## config.mk

```make
export PLATFORM = sky130hd
export DESIGN_NAME = ps2_key_serializer
export DESIGN_NICKNAME = d
export VERILOG_FILES = /design/src/rtl/ps2_key_serializer.sv
export SDC_FILE = /design/constraint.sdc
export NUM_CORES = 1
export LEC_CHECK = 0
export ABC_AREA = 1
export CAP_MARGIN = 20
export CORE_MARGIN = 2
export CORE_UTILIZATION = 45
export DETAILED_ROUTE_END_ITERATION = 16
export GPL_ROUTABILITY_DRIVEN = 0
export GPL_TIMING_DRIVEN = 0
export PLACE_DENSITY = 0.69
export SYNTH_ARGS = -nofsm -noshare
export SYNTH_HDL_FRONTEND = slang
export SYNTH_SLANG_ARGS = --single-unit
```

## constraint.sdc

```tcl
create_clock -name clk_sys -period 4.41 [get_ports clk_sys]
set_input_delay 0.441 -clock clk_sys [delete_from_list [all_inputs] [get_ports clk_sys]]
set_output_delay 0.441 -clock clk_sys [all_outputs]
set_load 0.01 [all_outputs]
```

## src/rtl/ps2_key_serializer.sv

```systemverilog
// PS/2 device-to-host serializer: expands hps_io ps2_key toggle events into
// Set-2 bytes, queues them, and shifts them out as 11-bit frames.
module ps2_key_serializer #(
    parameter int CLK_HALF   = 1145,
    parameter int GAP_CYCLES = 2290,
    parameter int FIFO_DEPTH = 16
) (
    input  logic                        clk_sys,
    input  logic                        reset_n,
    input  logic [10:0]                 ps2_key,
    output logic                        ps2_clk,
    output logic                        ps2_data,
    output logic                        busy,
    output logic                        overflow,
    output logic [$clog2(FIFO_DEPTH):0] fifo_level
);

    localparam int AW      = $clog2(FIFO_DEPTH);
    localparam int CNT_MAX = (GAP_CYCLES > CLK_HALF) ? GAP_CYCLES : CLK_HALF;
    localparam int CW      = $clog2(CNT_MAX + 1);
    localparam logic [CW-1:0] HALF_LAST = CW'(CLK_HALF - 1);
    localparam logic [CW-1:0] GAP_LAST  = CW'(GAP_CYCLES - 1);
    localparam logic [AW:0]   DEPTH_W   = (AW+1)'(FIFO_DEPTH);

    typedef enum logic [2:0] {
        IDLE   = 3'd0,
        LOAD   = 3'd1,
        BIT_HI = 3'd2,
        BIT_LO = 3'd3,
        GAP    = 3'd4
    } state_t;

    logic          r_primed;
    logic          r_prev_toggle;
    logic          r_evt_valid;
    logic          r_evt_ext;
    logic          r_evt_rel;
    logic [7:0]    r_evt_code;

    logic [7:0]    r_mem [FIFO_DEPTH];
    logic [AW-1:0] r_wr_ptr;
    logic [AW-1:0] r_rd_ptr;
    logic [AW:0]   r_count;
    logic          r_overflow;

    state_t        r_state;
    state_t        w_state_nxt;
    logic [CW-1:0] r_cnt;
    logic [CW-1:0] w_cnt_nxt;
    logic [3:0]    r_bit;
    logic [3:0]    w_bit_nxt;
    logic [10:0]   r_frame;
    logic [10:0]   w_frame_nxt;
    logic          r_ps2_clk;
    logic          w_ps2_clk_nxt;
    logic          r_ps2_data;
    logic          w_ps2_data_nxt;

    logic [1:0]    w_n;
    logic [AW:0]   w_n_ext;
    logic [AW:0]   w_free;
    logic          w_fits;
    logic          w_wr;
    logic          w_pop;
    logic [7:0]    w_b0;
    logic [7:0]    w_b1;
    logic [7:0]    w_b2;
    logic [7:0]    w_pop_byte;

    // The first cycle out of reset only latches the toggle, so a stale level is not an event.
    always_ff @(posedge clk_sys or negedge reset_n) begin
        if (!reset_n) begin
            r_primed      <= 1'b0;
            r_prev_toggle <= 1'b0;
            r_evt_valid   <= 1'b0;
            r_evt_ext     <= 1'b0;
            r_evt_rel     <= 1'b0;
            r_evt_code    <= 8'h00;
        end else begin
            r_primed      <= 1'b1;
            r_prev_toggle <= ps2_key[10];
            r_evt_valid   <= r_primed && (ps2_key[10] != r_prev_toggle);
            r_evt_ext     <= ps2_key[8];
            r_evt_rel     <= ~ps2_key[9];
            r_evt_code    <= ps2_key[7:0];
        end
    end

    assign w_n     = 2'd1 + {1'b0, r_evt_ext} + {1'b0, r_evt_rel};
    assign w_n_ext = (AW+1)'(w_n);
    assign w_free  = DEPTH_W - r_count;
    assign w_fits  = (w_free >= w_n_ext);
    assign w_wr    = r_evt_valid & w_fits;
    assign w_pop   = (r_state == IDLE) && (r_count != '0);

    always_comb begin
        w_b0 = r_evt_code;
        w_b1 = 8'h00;
        w_b2 = 8'h00;
        case ({r_evt_ext, r_evt_rel})
            2'b11: begin
                w_b0 = 8'hE0;
                w_b1 = 8'hF0;
                w_b2 = r_evt_code;
            end
            2'b10: begin
                w_b0 = 8'hE0;
                w_b1 = r_evt_code;
            end
            2'b01: begin
                w_b0 = 8'hF0;
                w_b1 = r_evt_code;
            end
            default: ;
        endcase
    end

    // Whole prefix+code sequence lands in one cycle so a partial key never reaches the host.
    always_ff @(posedge clk_sys) begin
        if (w_wr) begin
            r_mem[r_wr_ptr] <= w_b0;
            if (w_n >= 2'd2) begin
                r_mem[r_wr_ptr + AW'(1)] <= w_b1;
            end
            if (w_n == 2'd3) begin
                r_mem[r_wr_ptr + AW'(2)] <= w_b2;
            end
        end
    end

    assign w_pop_byte = r_mem[r_rd_ptr];

    always_ff @(posedge clk_sys or negedge reset_n) begin
        if (!reset_n) begin
            r_wr_ptr   <= '0;
            r_rd_ptr   <= '0;
            r_count    <= '0;
            r_overflow <= 1'b0;
        end else begin
            r_overflow <= r_evt_valid & ~w_fits;
            if (w_wr) begin
                r_wr_ptr <= r_wr_ptr + AW'(w_n);
            end
            if (w_pop) begin
                r_rd_ptr <= r_rd_ptr + AW'(1);
            end
            r_count <= r_count + (w_wr ? w_n_ext : '0) - (w_pop ? (AW+1)'(1) : '0);
        end
    end

    always_ff @(posedge clk_sys or negedge reset_n) begin
        if (!reset_n) begin
            r_state    <= IDLE;
            r_cnt      <= '0;
            r_bit      <= 4'd0;
            r_frame    <= 11'h7FF;
            r_ps2_clk  <= 1'b1;
            r_ps2_data <= 1'b1;
        end else begin
            r_state    <= w_state_nxt;
            r_cnt      <= w_cnt_nxt;
            r_bit      <= w_bit_nxt;
            r_frame    <= w_frame_nxt;
            r_ps2_clk  <= w_ps2_clk_nxt;
            r_ps2_data <= w_ps2_data_nxt;
        end
    end

    // Data only moves on the entry into a high phase, so it is stable across every low pulse.
    always_comb begin
        w_state_nxt    = r_state;
        w_cnt_nxt      = r_cnt + CW'(1);
        w_bit_nxt      = r_bit;
        w_frame_nxt    = r_frame;
        w_ps2_clk_nxt  = r_ps2_clk;
        w_ps2_data_nxt = r_ps2_data;
        case (r_state)
            IDLE: begin
                w_cnt_nxt      = '0;
                w_ps2_clk_nxt  = 1'b1;
                w_ps2_data_nxt = 1'b1;
                if (w_pop) begin
                    w_frame_nxt    = {1'b1, ~^w_pop_byte, w_pop_byte, 1'b0};
                    w_bit_nxt      = 4'd0;
                    w_ps2_data_nxt = w_frame_nxt[0];
                    w_state_nxt    = LOAD;
                end
            end
            LOAD, BIT_HI: begin
                if (r_cnt == HALF_LAST) begin
                    w_cnt_nxt     = '0;
                    w_ps2_clk_nxt = 1'b0;
                    w_state_nxt   = BIT_LO;
                end
            end
            BIT_LO: begin
                if (r_cnt == HALF_LAST) begin
                    w_cnt_nxt     = '0;
                    w_ps2_clk_nxt = 1'b1;
                    if (r_bit == 4'd10) begin
                        w_ps2_data_nxt = 1'b1;
                        w_state_nxt    = GAP;
                    end else begin
                        w_bit_nxt      = r_bit + 4'd1;
                        w_ps2_data_nxt = r_frame[r_bit + 4'd1];
                        w_state_nxt    = BIT_HI;
                    end
                end
            end
            GAP: begin
                if (r_cnt == GAP_LAST) begin
                    w_cnt_nxt   = '0;
                    w_state_nxt = IDLE;
                end
            end
            default: begin
                w_cnt_nxt      = '0;
                w_ps2_clk_nxt  = 1'b1;
                w_ps2_data_nxt = 1'b1;
                w_state_nxt    = IDLE;
            end
        endcase
    end

    assign ps2_clk    = r_ps2_clk;
    assign ps2_data   = r_ps2_data;
    assign overflow   = r_overflow;
    assign fifo_level = r_count;
    assign busy       = (r_count != '0) | (r_state != IDLE);

endmodule

```

==> reports/results.tsv, run 1 <==
metric	value	unit
finClkSkew	0.0141	ns
worst_slew_margin_rel	27.1	%
max_slew.worst_pin.slew	1.09	ns
powerDensity	584	mW/mm2
avgViaCountPerCell	5.66	
cts_hold_buf	0	
synthCells	1404	
path_cells	inv_1, ha_1, buf_2, inv_1, ha_1, o21ai_0, o21ai_0, nor2_1, a21oi_1, clkbuf_1, nand3_1, o211ai_1	
grt_max_degree	32	
yosys_warnings	0	
route.detailed.drc	0	
min_period	3.74	ns
vias	10100	
cp.required	4.46	ns
ys_types	46	
cpMaxStageDelayCell	o211ai_1	
synth_xor_area_share	1.06	%
cts_buffer_depth	2	
antenna_found_initial	0	
final_common_cell	nand2_1	
die_w	164	um
finalMaxSlewViolations	0	
ys.flop_type	edfxtp_1	
synth_mux_area_share	0	%
wl_met1	13.9	mm
cap_violations	0	
nets	1486	
dr_wl_met3	3.39	mm
wl_met2	16.1	mm
wl_per_cell	19.6	um
critPathLaunchType	flop	
synth-seq-cells	186	
synth-adder-area-share	2.97	%
synth_top_family_by_area	simple AND/OR/NAND/NOR gates	
drive_gt1_share	11.3	%
h-tree-depth	4	
io_buffers	21	
clock-sinks	186	
area_growth_syn_to_layout	10.9	%
gr-total-overflow	0	
path_class	reg -> reg	
hold_class	in -> async	
synth_area	0.0115	mm2
dieArea	0.0268	mm2
hold_viol	0	
grt_util_all_layers	27.0	%
routed.top_layer	met4	
async_reset_ff_share	31.2	%
rows	58	
final-setup-viol-count	0	
avgSynthCellArea	8.17	um2
worstPathMaxFanout	10	
most-common-layout-cells	nand2_1, inv_1, o21ai_0	
hpwlAfterDp	26.8	mm
cts_tree	done	
status	finished clean	
synth_compound_area_share	15.8	%
grt_pass1_vias	9415	
worstPathArrival	3.80	ns
fin_crit_sh	84.9	%
cts_resized	0	
ios	22	
p_leak	5.44	nW
max_freq	0.267	GHz
post_cts_buffers	0	
postRouteAntennaNets	0	
drt_first_iter_violations	1470	
cts.clk_slew.worst_paths	0.07	ns
root_buffer	clkbuf_16	
firstDrtPassIters	6	
initial_core_util	45.7	%
seq_area_frac_synth	46.3	%
grt_pass1_wl	54.2	mm
cp_slowest_stage_delay	0.94	ns
die_h	164	um
finalWirelength	35.1	mm
clock_latency	0.44	ns
synth-edff-count	128	
tns	0	ns
peakVddDrop	0.360	mV
worst_hold_slack	0.0423	ns
numCtsBuffers	17	
cp-end-kind	flop	
synth-simple-area-share	24.4	%
synthesis.nets	1443	
rsz0062_at_grt	false	
core	0.0251	mm2
==> worst max-delay path, delay by kind of cell, from the launching register on <==
| family | cells | cell delay, ns |
|---|---|---|
| compound gates | 4 | 1.25 |
| buf+inv | 4 | 0.78 |
| fa+ha+maj | 2 | 0.55 |
| simple gates | 2 | 0.39 |
| flops | 1 | 0.37 |
==> through the flow <==
step,power (mW),area (um2),utilization [%],cells,setup WS [ns]
after floorplan,4.85,11500,-,1404,1.24
after global placement,5.78,12100,48.2,1755,0.479
after detailed placement,5.85,12100,48.3,1757,0.647
after CTS,7.41,12700,50.6,1789,0.605
after global routing,7.94,12700,50.6,1790,0.275
final,7.44,12700,50.7,1792,0.665
==> logic make-up after synthesis <==
logic type	count (synthesis)
xor+xnor	13
buf+inv	241
simple gates	616
flops	186
compound gates	321
fa+ha+maj	26
other cells	1
==> synth_stat cells, types with 3 or more instances <==
| master | count | area share (%) |
|---|---|---|
| nand3_2 | 4 | 0.35 |
| nor3_1 | 10 | 0.44 |
| nand3_4 | 6 | 0.92 |
| nand2_2 | 7 | 0.38 |
| clkbuf_1 | 26 | 0.85 |
| a21oi_1 | 41 | 1.8 |
| buf_2 | 18 | 0.79 |
| dfstp_2 | 12 | 2.7 |
| buf_4 | 8 | 0.52 |
| a31oi_1 | 15 | 0.82 |
| o22ai_1 | 5 | 0.27 |
| o21ai_0 | 140 | 6.1 |
| edfxtp_1 | 128 | 34 |
| xnor2_1 | 3 | 0.23 |
| nand3_1 | 96 | 4.2 |
| inv_1 | 149 | 4.9 |
| dfrtp_1 | 46 | 10 |
| o21ai_2 | 3 | 0.23 |
| nand2_4 | 8 | 0.79 |
| o211ai_1 | 50 | 3.3 |
| ha_1 | 24 | 2.6 |
| nor2_4 | 15 | 1.5 |
| buf_6 | 15 | 1.5 |
| nand2_1 | 376 | 12 |
| o21ai_1 | 60 | 2.6 |
| xor2_1 | 9 | 0.69 |
| clkinv_1 | 4 | 0.13 |
| nor2_2 | 4 | 0.22 |
| inv_2 | 18 | 0.59 |
| nor2_1 | 81 | 2.7 |
==> final timing paths <==
check                      slack, ns  cells after the start        from             to
max in group asynchronous       3.74                      2     reset_n    r_wr_ptr[1]
max reg2reg                     0.67                     12   r_evt_ext    r_mem[4][3]
min in group clk_sys            0.43                      1  ps2_key[6]  r_evt_code[6]
max                             0.67                     12   r_evt_ext    r_mem[4][3]
min                             0.04                      1     reset_n       r_cnt[0]
min reg2reg                     0.45                      2  r_frame[0]     r_frame[0]
==> report_power, final <==
group          total [mW]  internal (mW)  switching [mW]  leakage, nW
logic                3.43           1.04            2.39         3.30
registers            2.44           2.25           0.185         1.85
clock network        1.56          0.851           0.713        0.292
total                7.44           4.15            3.29         5.44
==> final cells by class <==
| class | count | area, um2 |
|---|---|---|
| inverters | 173 | 653 |
| fillers | 2426 | 12400 |
| multi-input cells | 977 | 5080 |
| clock inverters | 14 | 158 |
| plain buffers | 68 | 432 |
| diodes | 2 | 5.00 |
| well taps | 330 | 413 |
| repair buffers | 24 | 238 |
| clock buffers | 18 | 429 |
| flip-flops and latches | 186 | 5310 |
==> state kept, by name, summed over array words and instances (netlist names) <==
name / cells
r_evt_ext: 1
r_rd_ptr: 4
ps2_clk: 1
ps2_data: 1
r_primed: 1
r_frame: 10
r_mem: 128
r_evt_valid: 1
r_cnt: 12
fifo_level: 5
r_wr_ptr: 4
r_prev_toggle: 1
r_state: 3
r_evt_rel: 1
r_evt_code: 8
overflow: 1
r_bit: 4
==> metal layers <==
| metal | vias to the layer above | GRT usage, % |
|---|---|---|
| li1 | 4778 | - |
| met1 | 4648 | 35.2 |
| met3 | 136 | 5.76 |
| met5 | - | 0 |
| met2 | 584 | 44.0 |
| met4 | 0 | 10.8 |
Note: power is estimated with default switching activity, not from simulation.
==> run 2: changes to the inputs <==
Clock period 4.41 ns to 3.8 ns, I/O delays scaled along.
==> reports/results.tsv, run 2 (synthesized netlist as in run 1, its figures left out) <==
metric	value	unit	change
cp.required	4.17	ns	-0.29 ns
most-common-layout-cells	nand2_1, inv_1, o21ai_0		
top_register	r_mem		
path_class	reg -> reg		
core	0.0251	mm2	unchanged
firstDrtPassIters	7		+1
route.detailed.drc	0		unchanged
avgViaCountPerCell	5.69		+0.58%
largest_register_ff_count	128		unchanged
finClkSkew	0.0196	ns	+0.00549 ns
hold_viol	17		+17
cap_violations	0		unchanged
finalMaxSlewViolations	0		unchanged
peakVddDrop	0.418	mV	+16%
die_w	164	um	unchanged
io_buffers	21		unchanged
worstPathMaxFanout	10		unchanged
wl_per_cell	19.5	um	-0.15%
worstPathArrival	3.80	ns	about the same
min_period	3.43	ns	-0.320 ns
drive_gt1_share	11.7	%	+0.43 points
cpMaxStageDelayCell	clkbuf_1		
clock-sinks	186		unchanged
rsz0062_at_grt	false		
grt_util_all_layers	27.1	%	about the same
cts_hold_buf	0		unchanged
status	finished, violations left		
stdcell_area	0.0128	mm2	+0.32%
final_common_cell	nand2_1		
rows	58		unchanged
initial_core_util	45.7	%	unchanged
cp_slowest_stage_delay	0.54	ns	-0.40 ns
max_slew.worst_pin.slew	1.06	ns	-0.0313 ns
drt_first_iter_violations	1408		-4.2%
final-setup-viol-count	0		unchanged
vias	10200		+0.81%
violations	hold timing		
grt_max_degree	32		unchanged
dieArea	0.0268	mm2	unchanged
cts.clk_slew.worst_paths	0.08	ns	about the same
die_h	164	um	unchanged
p_leak	5.48	nW	+0.67%
r2r_cells	14		+2
clock_latency	0.45	ns	about the same
fin_crit_sh	90.1	%	+5.2 points
worstPathBufferInverterCount	5		+1
worst_hold_slack	-0.0214	ns	-0.0636 ns
root_buffer	clkbuf_16		
gr-total-overflow	0		unchanged
cts_buffer_depth	2		unchanged
grt_pass1_wl	54.3	mm	+0.14%
top_regs	r_mem: 128 flops, r_cnt: 12 flops, r_frame: 10 flops		
path_depth	14		+2
cp-end-kind	flop		
placed_area	0.0121	mm2	unchanged
numCtsBuffers	17		unchanged
worst_slew_margin_rel	28.7	%	+1.7 points
path_cells	inv_1, ha_1, nand2_1, inv_1, ha_1, nor2_2, clkbuf_1, ha_1, inv_1, ha_1, inv_1, fa_1, o21ai_1, xor2_1		
antenna_found_initial	0		unchanged
powerDensity	678	mW/mm2	+16%
hpwlAfterDp	26.8	mm	unchanged
postRouteAntennaNets	0		unchanged
cts_tree	done		
antenna_cells	0		-2
area_growth_syn_to_layout	11.3	%	
critPathLaunchType	flop		
h-tree-depth	4		unchanged
fillers	2426		unchanged
finalWirelength	35.1	mm	about the same
max_freq	0.292	GHz	+9.3%
critical_path.top_delay_family	adder cells		
nets	1492		+0.40%
grt_pass1_vias	9496		+0.86%
ios	22		unchanged
hold_class	in -> async		
## run 2: area by class of cell
class | count | area [um2] | area share [%]
plain buffers | 68 | 433 | 3.39
clock buffers | 18 | 429 | 3.36
clock inverters | 14 | 158 | 1.24
inverters | 173 | 653 | 5.12
multi-input cells | 977 | 5080 | 39.8
flip-flops and latches | 186 | 5310 | 41.6
well taps | 330 | 413 | 3.23
repair buffers | 30 | 283 | 2.22
## run 2: timing repair
action                     in CTS  in global routing
buffers inserted                2                  5
setup endpoints to repair       3                 58
pin swaps                       1                  5
resized for setup               0                  4
## run 2: worst reg2reg max path, delay by kind of cell (launching register included)
kind,cells,cell delay (ns)
adders and majority gates,5,1.39
buffers and inverters,5,0.79
DFF,1,0.43
and+or+nand+nor,2,0.41
AOI/OAI and AO/OA,1,0.19
xor gates and xnor gates,1,0.15
## run 2: worst paths after layout
check                         startpoint             to  slack (ns)
max in group asynchronous        reset_n    r_wr_ptr[1]        3.19
setup reg to reg           fifo_level[2]  fifo_level[4]        0.37
min in group clk_sys          ps2_key[2]  r_evt_code[2]        0.37
setup / recovery           fifo_level[2]  fifo_level[4]        0.37
hold / removal                   reset_n       r_cnt[0]       -0.02
hold reg to reg               r_frame[0]     r_frame[0]        0.45
## run 2: power by group
part           switching (mW)  internal (mW)  leakage, nW
Combinational            2.79           1.23         3.34
Clock                   0.826          0.988        0.292
Sequential              0.215           2.61         1.85
Total                    3.83           4.83         5.48
## run 2: metrics by stage
stage          cells  setup WS (ns)  setup TNS (ns)  total power [mW]  utilization [%]
2_1_floorplan   1404          0.631               0              5.63                -
3_3_place_gp    1755         -0.131           -1.04              6.71             48.2
3_5_place_dp    1757         0.0373               0              6.79             48.3
4_1_cts         1791         0.0706               0              8.61             50.7
5_1_grt         1796         0.0214               0              9.23             50.8
6_report        1796          0.375               0              8.66             50.8
## run 2: layer usage
| layer | share of wire (%) | global-route usage, % | vias to the layer above |
|---|---|---|---|
| met5 | 0 | 0 | - |
| met4 | 4.8 | 11.4 | 0 |
| met3 | 9.6 | 5.43 | 137 |
| met2 | 46 | 44.0 | 603 |
| met1 | 40 | 35.2 | 4699 |
| li1 | - | - | 4789 |
